`config.mk`:
```
export PLATFORM = sky130hd
export DESIGN_NAME = imm_gen_pipe
export DESIGN_NICKNAME = d
export VERILOG_FILES = /design/src/rtl/imm_gen_pkg.sv /design/src/rtl/imm_skid_buf.sv /design/src/rtl/imm_gen_pipe.sv
export SDC_FILE = /design/constraint.sdc
export NUM_CORES = 1
export LEC_CHECK = 0
export ABC_AREA = 1
export CORE_MARGIN = 2
export CORE_UTILIZATION = 55
export CTS_CLUSTER_SIZE = 10
export DETAILED_ROUTE_END_ITERATION = 10
export GPL_TIMING_DRIVEN = 0
export MAX_ROUTING_LAYER = met4
export PLACE_DENSITY_LB_ADDON = 0.25
export SYNTH_ARGS = -nofsm -noshare
export SYNTH_HDL_FRONTEND = slang
export SYNTH_HIERARCHICAL = 1
export SYNTH_SLANG_ARGS = --single-unit
```
`constraint.sdc`:
```
create_clock -name clk -period 2.93 [get_ports clk]
set_input_delay 0.586 -clock clk [delete_from_list [all_inputs] [get_ports clk]]
set_output_delay 0.586 -clock clk [all_outputs]
set_load 0.05 [all_outputs]
```
`src/rtl/imm_gen_pkg.sv`:
```
// rtl/imm_gen_pkg.sv - shared opcodes, format codes and payload type for imm_gen_pipe
//
// Purpose: opcode constants, the format-code enum and the payload struct that
// travels through the skid buffer. Payload fields are sized for the widest
// supported datapath (64 bits); narrower configurations use the low bits.
// Ports: none (package).
package imm_gen_pkg;

  localparam int MAX_W = 64;

  localparam logic [6:0] OP_LOAD     = 7'b0000011;
  localparam logic [6:0] OP_MISC_MEM = 7'b0001111;
  localparam logic [6:0] OP_IMM      = 7'b0010011;
  localparam logic [6:0] OP_AUIPC    = 7'b0010111;
  localparam logic [6:0] OP_IMM_32   = 7'b0011011;
  localparam logic [6:0] OP_STORE    = 7'b0100011;
  localparam logic [6:0] OP_OP       = 7'b0110011;
  localparam logic [6:0] OP_LUI      = 7'b0110111;
  localparam logic [6:0] OP_OP_32    = 7'b0111011;
  localparam logic [6:0] OP_BRANCH   = 7'b1100011;
  localparam logic [6:0] OP_JALR     = 7'b1100111;
  localparam logic [6:0] OP_JAL      = 7'b1101111;
  localparam logic [6:0] OP_SYSTEM   = 7'b1110011;

  typedef enum logic [2:0] {
    FMT_I    = 3'd0,
    FMT_S    = 3'd1,
    FMT_B    = 3'd2,
    FMT_U    = 3'd3,
    FMT_J    = 3'd4,
    FMT_Z    = 3'd5,
    FMT_NONE = 3'd7
  } fmt_e;

  typedef struct packed {
    logic [MAX_W-1:0] imm;
    fmt_e             fmt;
    logic             illegal;
    logic [MAX_W-1:0] target;
    logic [MAX_W-1:0] pc;
  } payload_t;

  function automatic logic [MAX_W-1:0] sext32(input logic [31:0] v);
    return {{(MAX_W-32){v[31]}}, v};
  endfunction

endpackage

```
`src/rtl/imm_skid_buf.sv`:
```
// rtl/imm_skid_buf.sv - generic 2-entry valid/ready skid buffer
//
// Purpose: registered pipeline stage with a main register driving the outputs
// and a skid register catching one beat under backpressure. in_ready is a
// register (the inverse of skid occupancy), so upstream never sees a
// combinational path from out_ready.
// Ports:
//   clk, reset        clock, synchronous active-high reset
//   flush             drops both held beats and any beat offered this cycle
//   in_valid/in_ready/in_data     upstream handshake and payload
//   out_valid/out_ready/out_data  downstream handshake and payload
module imm_skid_buf #(
  parameter int W = 8
) (
  input  logic         clk,
  input  logic         reset,
  input  logic         flush,
  input  logic         in_valid,
  output logic         in_ready,
  input  logic [W-1:0] in_data,
  output logic         out_valid,
  input  logic         out_ready,
  output logic [W-1:0] out_data
);

  logic         main_valid_q, main_valid_d;
  logic         skid_valid_q, skid_valid_d;
  logic         in_ready_q, in_ready_d;
  logic [W-1:0] main_data_q, main_data_d;
  logic [W-1:0] skid_data_q, skid_data_d;
  logic         in_fire, out_fire;

  assign in_fire  = in_valid && in_ready_q;
  assign out_fire = main_valid_q && out_ready;

  always_comb begin
    main_valid_d = main_valid_q;
    main_data_d  = main_data_q;
    skid_valid_d = skid_valid_q;
    skid_data_d  = skid_data_q;
    if (!main_valid_q || out_fire) begin
      // Main is free next cycle: the older skid beat has priority; in_ready is
      // low whenever skid is full, so no new beat can arrive at the same time.
      if (skid_valid_q) begin
        main_valid_d = 1'b1;
        main_data_d  = skid_data_q;
        skid_valid_d = 1'b0;
      end else begin
        main_valid_d = in_fire;
        if (in_fire) begin
          main_data_d = in_data;
        end
      end
    end else if (in_fire) begin
      skid_valid_d = 1'b1;
      skid_data_d  = in_data;
    end
    if (flush) begin
      main_valid_d = 1'b0;
      skid_valid_d = 1'b0;
    end
    in_ready_d = !skid_valid_d;
  end

  always_ff @(posedge clk) begin
    if (reset) begin
      main_valid_q <= 1'b0;
      skid_valid_q <= 1'b0;
      in_ready_q   <= 1'b0;
      main_data_q  <= '0;
      skid_data_q  <= '0;
    end else begin
      main_valid_q <= main_valid_d;
      skid_valid_q <= skid_valid_d;
      in_ready_q   <= in_ready_d;
      main_data_q  <= main_data_d;
      skid_data_q  <= skid_data_d;
    end
  end

  assign in_ready  = in_ready_q;
  assign out_valid = main_valid_q;
  assign out_data  = main_data_q;

endmodule

```
`src/rtl/imm_gen_pipe.sv`:
```
// rtl/imm_gen_pipe.sv - pipelined RISC-V immediate generator with PC-relative target
//
// Purpose: decodes one instruction per valid/ready beat into immediate, format
// code, illegal-opcode flag and pc+imm target, registered behind a 2-entry
// skid buffer (1 cycle latency, full throughput). XLEN is 32 or 64; PC_W <= 64.
// Optional feature macro: IMM_CSR_ZIMM_EN - CSR*I instructions report fmt Z
// with the zero-extended 5-bit zimm; without it SYSTEM is always fmt NONE.
// Ports:
//   clk, reset, flush               clock, sync active-high reset, pipeline flush
//   in_valid/in_ready               upstream handshake
//   in_instr, in_pc                 instruction word and its address
//   out_valid/out_ready             downstream handshake
//   out_imm, out_fmt, out_illegal   decoded immediate, format code, bad opcode
//   out_target, out_pc              pc+imm (B, J, AUIPC; else 0), pc pass-through
module imm_gen_pipe
  import imm_gen_pkg::*;
#(
  parameter int XLEN = 32,
  parameter int PC_W = XLEN
) (
  input  logic            clk,
  input  logic            reset,
  input  logic            flush,
  input  logic            in_valid,
  output logic            in_ready,
  input  logic [31:0]     in_instr,
  input  logic [PC_W-1:0] in_pc,
  output logic            out_valid,
  input  logic            out_ready,
  output logic [XLEN-1:0] out_imm,
  output logic [2:0]      out_fmt,
  output logic            out_illegal,
  output logic [PC_W-1:0] out_target,
  output logic [PC_W-1:0] out_pc
);

  logic [6:0]       opcode;
  fmt_e             dec_fmt;
  logic             dec_illegal;
  logic             dec_tgt_en;
  logic [31:0]      dec_imm32;
  logic [MAX_W-1:0] dec_imm64;
  logic [PC_W-1:0]  dec_tgt;
  payload_t         dec_pl;
  payload_t         buf_pl;

  assign opcode = in_instr[6:0];

  // Every immediate fits a signed 32-bit value; wider datapaths sign-extend it,
  // which also gives RV64 LUI/AUIPC their bit-31 extension.
  always_comb begin
    dec_fmt     = FMT_NONE;
    dec_illegal = 1'b0;
    dec_tgt_en  = 1'b0;
    dec_imm32   = '0;
    case (opcode)
      OP_IMM, OP_LOAD, OP_JALR: begin
        dec_fmt   = FMT_I;
        dec_imm32 = {{20{in_instr[31]}}, in_instr[31:20]};
      end
      OP_IMM_32: begin
        if (XLEN == 64) begin
          dec_fmt   = FMT_I;
          dec_imm32 = {{20{in_instr[31]}}, in_instr[31:20]};
        end else begin
          dec_illegal = 1'b1;
        end
      end
      OP_STORE: begin
        dec_fmt   = FMT_S;
        dec_imm32 = {{20{in_instr[31]}}, in_instr[31:25], in_instr[11:7]};
      end
      OP_BRANCH: begin
        dec_fmt    = FMT_B;
        dec_tgt_en = 1'b1;
        dec_imm32  = {{19{in_instr[31]}}, in_instr[31], in_instr[7],
                      in_instr[30:25], in_instr[11:8], 1'b0};
      end
      OP_LUI: begin
        dec_fmt   = FMT_U;
        dec_imm32 = {in_instr[31:12], 12'b0};
      end
      OP_AUIPC: begin
        dec_fmt    = FMT_U;
        dec_tgt_en = 1'b1;
        dec_imm32  = {in_instr[31:12], 12'b0};
      end
      OP_JAL: begin
        dec_fmt    = FMT_J;
        dec_tgt_en = 1'b1;
        dec_imm32  = {{11{in_instr[31]}}, in_instr[31], in_instr[19:12],
                      in_instr[20], in_instr[30:21], 1'b0};
      end
      OP_OP, OP_MISC_MEM: begin
      end
      OP_SYSTEM: begin
`ifdef IMM_CSR_ZIMM_EN
        // funct3[2] selects the immediate CSR forms; rs1 field carries zimm.
        if (in_instr[14]) begin
          dec_fmt   = FMT_Z;
          dec_imm32 = {27'b0, in_instr[19:15]};
        end
`else
`endif
      end
      OP_OP_32: begin
        if (XLEN != 64) begin
          dec_illegal = 1'b1;
        end
      end
      default: begin
        dec_illegal = 1'b1;
      end
    endcase
  end

  assign dec_imm64 = sext32(dec_imm32);
  // Truncating add: the target wraps modulo 2^PC_W.
  assign dec_tgt   = dec_tgt_en ? (in_pc + dec_imm64[PC_W-1:0]) : '0;

  always_comb begin
    dec_pl.imm     = dec_imm64;
    dec_pl.fmt     = dec_fmt;
    dec_pl.illegal = dec_illegal;
    dec_pl.target  = MAX_W'(dec_tgt);
    dec_pl.pc      = MAX_W'(in_pc);
  end

  imm_skid_buf #(
    .W($bits(payload_t))
  ) u_skid (
    .clk      (clk),
    .reset    (reset),
    .flush    (flush),
    .in_valid (in_valid),
    .in_ready (in_ready),
    .in_data  (dec_pl),
    .out_valid(out_valid),
    .out_ready(out_ready),
    .out_data (buf_pl)
  );

  assign out_imm     = buf_pl.imm[XLEN-1:0];
  assign out_fmt     = buf_pl.fmt;
  assign out_illegal = buf_pl.illegal;
  assign out_target  = buf_pl.target[PC_W-1:0];
  assign out_pc      = buf_pl.pc[PC_W-1:0];

  // Upper payload bits beyond XLEN/PC_W are carried but not presented.
  logic unused_pl_bits;
  assign unused_pl_bits = ^{buf_pl.imm, buf_pl.target, buf_pl.pc};

endmodule

```
## Yosys cells after proc, flatten, opt, wreduce, memory -nomap -nowiden

Index checks and enable logic that the tools add are counted.

| storage, ports and cells | value |
|---|---|
| bits in writable memories | 0 |
| latch bits | 0 |
| bits of input ports | 69 |
| register bits | 267 |
| memories kept | 0 |
| bits in read-only memories | 0 |
| output and inout bits | 102 |
| word-level logic and storage cells | 42 |

| operators by class | value |
|---|---|
| magnitude comparators | 0 |
| div/mod/pow operators | 0 |
| reduce and logical (&&, ||, !) cells | 13 |
| $mul | 0 |
| shifts and indexed selects | 0 |
| bitwise gates (word level) | 1 |
| eq/ne operators | 11 |
| add/sub/neg operators | 1 |
| mux-type cells | 11 |

Operators with widths:

| operator | count |
|---|---|
| $mux W164 | 2 |
| $pmux W32 S5 | 1 |
| $add A32 B32 Y32 | 1 |
| $mux W32 | 1 |
| $eq A7 B7 Y1 const B | 4 |
| $eq A7 B6 Y1 const B | 3 |
| $pmux W3 S5 | 1 |
| $eq A7 B5 Y1 const B | 2 |
| $reduce_or A11 Y1 | 1 |
| $eq A7 B2 Y1 const B | 1 |
| $eq A7 B4 Y1 const B | 1 |
| $mux W1 | 6 |
| $reduce_or A3 Y1 | 2 |
| $reduce_and A2 Y1 | 2 |
| $reduce_or A2 Y1 | 2 |
| $logic_and A1 B1 Y1 | 2 |
| $logic_not A1 Y1 | 2 |
| $reduce_bool A2 Y1 | 1 |
| $logic_or A1 B1 Y1 | 1 |
| $not A1 Y1 | 1 |

## Longest topological paths before layout

| logic depth | value |
|---|---|
| word-level depth | 7 |
| mapped depth | 26 |
| mapped depth without buffers | 25 |

## Cells and area by module

Netlist, hierarchy kept.

By module, submodules not included:

| module | area an instance (µm²) | cells each | instances |
|---|---|---|---|
| imm_skid_buf | 17,909.7 | 2,935 | 1 |
| imm_gen_pipe | 3,150.5 | 610 | 1 |

## Worst setup path before layout

OpenSTA, ideal clock, no wires.

| timing | value |
|---|---|
| path kind | input -> register |
| start point | input port in_instr[4] |
| end point | register u_skid.main_data_q[92], in the netlist u_skid/out_data[92] |
| arrival | 2.953 ns |
| stages | 23 |
| setup slack | -0.087 ns |
| cell sequence | inv_2 -> nand2_4 -> nor2_8 -> nand2_2 -> nand2_4 -> inv_1 -> o21ai_0 -> ha_1 -> fa_1 -> nand2_2 -> a21oi_4 -> nand2_2 -> nand2_2 -> nand2_2 -> nand2_2 -> nand2_2 -> nand3_2 -> nand2_1 -> nor2_1 -> inv_2 -> o21ai_0 -> nor2_1 -> nor2_1 |

| between the ends | value |
|---|---|
| cells in the longest elaborated chain, start to end | 7 |
| elaborated cells between the ends (all ways) | 17 |

RTL lines:

| item | RTL line | text |
|---|---|---|
| start: declaration | imm_gen_pipe.sv:26 | `input logic [31:0] in_instr,` |
| $eq A7 B5 Y1, or another cell as far along | imm_gen_pipe.sv:56 | `case (opcode)` |
| $reduce_or A3 Y1 or $reduce_or A2 Y1 (tied branches) | -- |  |
| $pmux W32 S5 (*) | imm_gen_pipe.sv:56 |  |
| named net dec_imm32[0] | imm_gen_pipe.sv:41 | `logic [31:0] dec_imm32;` |
| $add A32 B32 Y32 (*) | imm_gen_pipe.sv:119 | `assign dec_tgt = dec_tgt_en ? (in_pc + dec_imm64[PC_W-1:0]) : '0;` |
| $mux W32 (*) | imm_gen_pipe.sv:119 |  |
| named net dec_tgt[28] | imm_gen_pipe.sv:43 | `logic [PC_W-1:0] dec_tgt;` |
| $mux W164 (*) | imm_skid_buf.sv:50 | `if (in_fire) begin` |
| $mux W164 (*) | imm_skid_buf.sv:44 | `if (skid_valid_q) begin` |
| end signal: assignment | imm_skid_buf.sv:76 | `main_data_q <= main_data_d;` |
| end: declaration | imm_skid_buf.sv:29 | `logic [W-1:0] main_data_q, main_data_d;` |

Mark *: on every way through the listed nets, which the timed path passes. The rest lies on a longest branch. The select of a mux whose other input is x is not followed.
A chain may end at the register's enable or synchronous reset.

## Final worst setup path

| timing | value |
|---|---|
| start point | input port in_instr[4] |
| end point | register u_skid.main_data_q[90], in the netlist u_skid/out_data[90] |

The elaborated chain is that of the path after synthesis.

==> results by group <==
Status
  – Status: complete, no violations

Yosys
  – Mean Syn Cell Area: 5.83 um2
  – Cells after Synth: 2148
  – YS warnings: 6
  – Mapped Nets: 2249
  – Synth Cell Area: 0.0125 mm2

Die
  – Die width: 155 um
  – Die area: 0.0240 mm2
  – Die Y: 155 um
  – Initial Util: 55.6%
  – Core Box Area: 0.0225 mm2
  – Row count: 55
  – Top Ports: 171

Global route
  – First-pass GRT wire length: 60.6 mm
  – Number of global-route vias before repair: 12400
  – GRT overflow: 0
  – Busiest grt layer: met2
  – Met2 Usage GRT: 53.0%
  – Pin count of the biggest net entering global routing: 12
  – GR Layer Usage met3: 4.32%
  – Global Route Usage Sum: 32.1%
  – Initial antenna violation count: 0
  – GR Util met1: 39.4%

Finish
  – Ant diodes: 0
  – Fill count: 1876
  – Final instance area: 0.0164 mm2
  – P&R area growth vs syn: 31.4%
  – Nets: 2475
  – Layout cell share with drive strength beyond 1: 19.8%
  – Post-route core utilization: 73.1%

Timing
  – Final min period: 2.83 ns
  – Clk_skew: 0.00518 ns
  – Final Hold Vio Count: 0
  – Slew margin rel.: 56.9%
  – Final cycle utilization of the critical path: 96.7%
  – Max-slew violation count: 0
  – RSZ-0062 raised after global routing: yes
  – FMAX: 0.353 GHz
  – Final setup viols: 0
  – Tightest Pin Transition: 0.646 ns

Setup path
  – Slowest cell delay on critical path: 0.34 ns
  – CP Data Required Time: 3.34 ns
  – Reg2Reg Setup Slack: 1.02 ns
  – Crit-path cells: clkbuf_2 > inv_2 > nand2_4 > nor2_8 > nand2_4 > nand2_4 > a21oi_4 > nand2_4 > nand2_8 > buf_12 > o21ai_4 > ha_4 > nand2_4 > nor2_2 > nand2_1 > nor3_1 > nand2_1 > a21oi_1 > nor2_2 > inv_2 > o21ai_2 > nor2_1 > nor2_1
  – Worst path bufs/invs: 4
  – Crit path kind: in2reg
  – Crit path max-delay family: simple AND/OR/NAND/NOR gates
  – Worst path most repeated cell: nand2_4
  – CP startpoint kind: primary input
  – CP Capture Type: flip-flop
  – CP max FO: 6
  – Critical-path top delay cell: ha_4
  – Crit path DAT: 3.25 ns

Pwr
  – Cell area power density: 431 mW/mm2
  – VDD IR max: 0.491 mV
  – Leakage: 0.00784 uW

CTS
  – CTS tree: built
  – Worst-path clk slew: 0.05 ns
  – Htree depth: 1
  – Max Root-Sink Buffers: 3
  – Worst-Skew Late Latency: 0.52 ns
  – Clock root buffer master: clkbuf_16
  – Clk sinks: 203
  – Hold Buf Count CTS: 0
  – Num CTS Buffers: 24

Job
  – Max Cap Viol: 0

Placement
  – IO buf count: 169
  – RePlAce Congestion: 0.973
  – Placed inst area: 0.0146 mm2
  – Final HPWL DP: 29.0 mm

Route
  – Pre-antenna DRT Iters: 6
  – Via count: 13600
  – Wire per inst: 14.7 um
  – Post-route ant nets: 0
  – Vias per cell: 5.10
  – Residual DRC count: 0
  – Detailed Route Iter0 Violations: 1179
  – Post-Route WL: 39.3 mm

Worst hold path
  – Worst Hold Class: reg2reg
-- worst reg2reg max path, cell delays in order, from the launching register on --
cell,delay (ns)
dfxtp_1,0.51
clkbuf_1,0.51
clkbuf_1,0.43
o21ai_0,0.16
nor2_1,0.13
nor2_1,0.05
-- cell usage in the layout, fill, tap and decap left out, types with 27 or more instances in the layout --
master           count
inv_1              199
ha_4                27
clkbuf_1            45
nor2_1             448
clkdlybuf4s50_1    162
o21ai_0             91
buf_2               63
nand2_2             45
dfxtp_1            203
nand2_1            677
buf_4               34
inv_2              114
-- state kept, by name, summed over array words and instances (netlist names) --
signal	count
u_skid/out_valid	1
u_skid/skid_data_q	100
u_skid/skid_valid_q	1
u_skid/out_data	100
u_skid/in_ready	1
-- final timing paths --
check	startpoint	end	cells after the start
max	in_instr[4]	u_skid/out_data[90]	23
min	u_skid/skid_data_q[84]	u_skid/skid_data_q[84]	2
max reg2reg	u_skid/skid_valid_q	u_skid/out_data[81]	5
min reg2reg	u_skid/skid_data_q[84]	u_skid/skid_data_q[84]	2
-- through the flow --
stage          setup slack (ns)  total power, uW  instances  hold WS (ns)  setup TNS, ns
3_5_place_dp              -1.14             4320       2602         0.472         -54.13
6_report                 0.0958             7090       2663         0.482              0
3_3_place_gp              -1.14             4310       2602         0.462         -50.65
4_1_cts                -0.00650             7050       2647         0.484        -0.0122
2_1_floorplan          -0.00713             3860       2148         0.452        -0.0203
5_1_grt                 -0.0777             7370       2663         0.499         -0.532
-- routing by layer --
metal	routed length (um)	part of all wire [%]
met5	0	0
met4	1960	5.0
met3	2730	6.9
met2	18100	46
met1	16500	42
-- cell type report --
| class | count | area, um2 | area share [%] |
|---|---|---|---|
| Clock buffer | 30 | 664 | 4.04 |
| Timing Repair Buffer | 200 | 1940 | 11.8 |
| Sequential cell | 203 | 4060 | 24.7 |
| Inverter | 316 | 1200 | 7.30 |
| Buffer | 125 | 662 | 4.02 |
| Tap cell | 285 | 357 | 2.17 |
| Multi-Input combinational cell | 1504 | 7560 | 46.0 |
-- where the power goes --
group | switching [uW] | internal [uW] | total, uW
Clock | 1110 | 1560 | 2660
Combinational | 976 | 535 | 1510
Sequential | 51.7 | 2870 | 2920
Total | 2130 | 4960 | 7090
-- what timing repair did --
action                                 4_1_cts  5_1_grt
endpoints found under the hold margin        0        0
setup endpoints to repair                   56       46
buffers inserted                            14       16
pin swaps                                   25       59
gates cloned                                 1        0
resized for setup                          129      130
No activity file was read; power rests on OpenSTA's default activity.
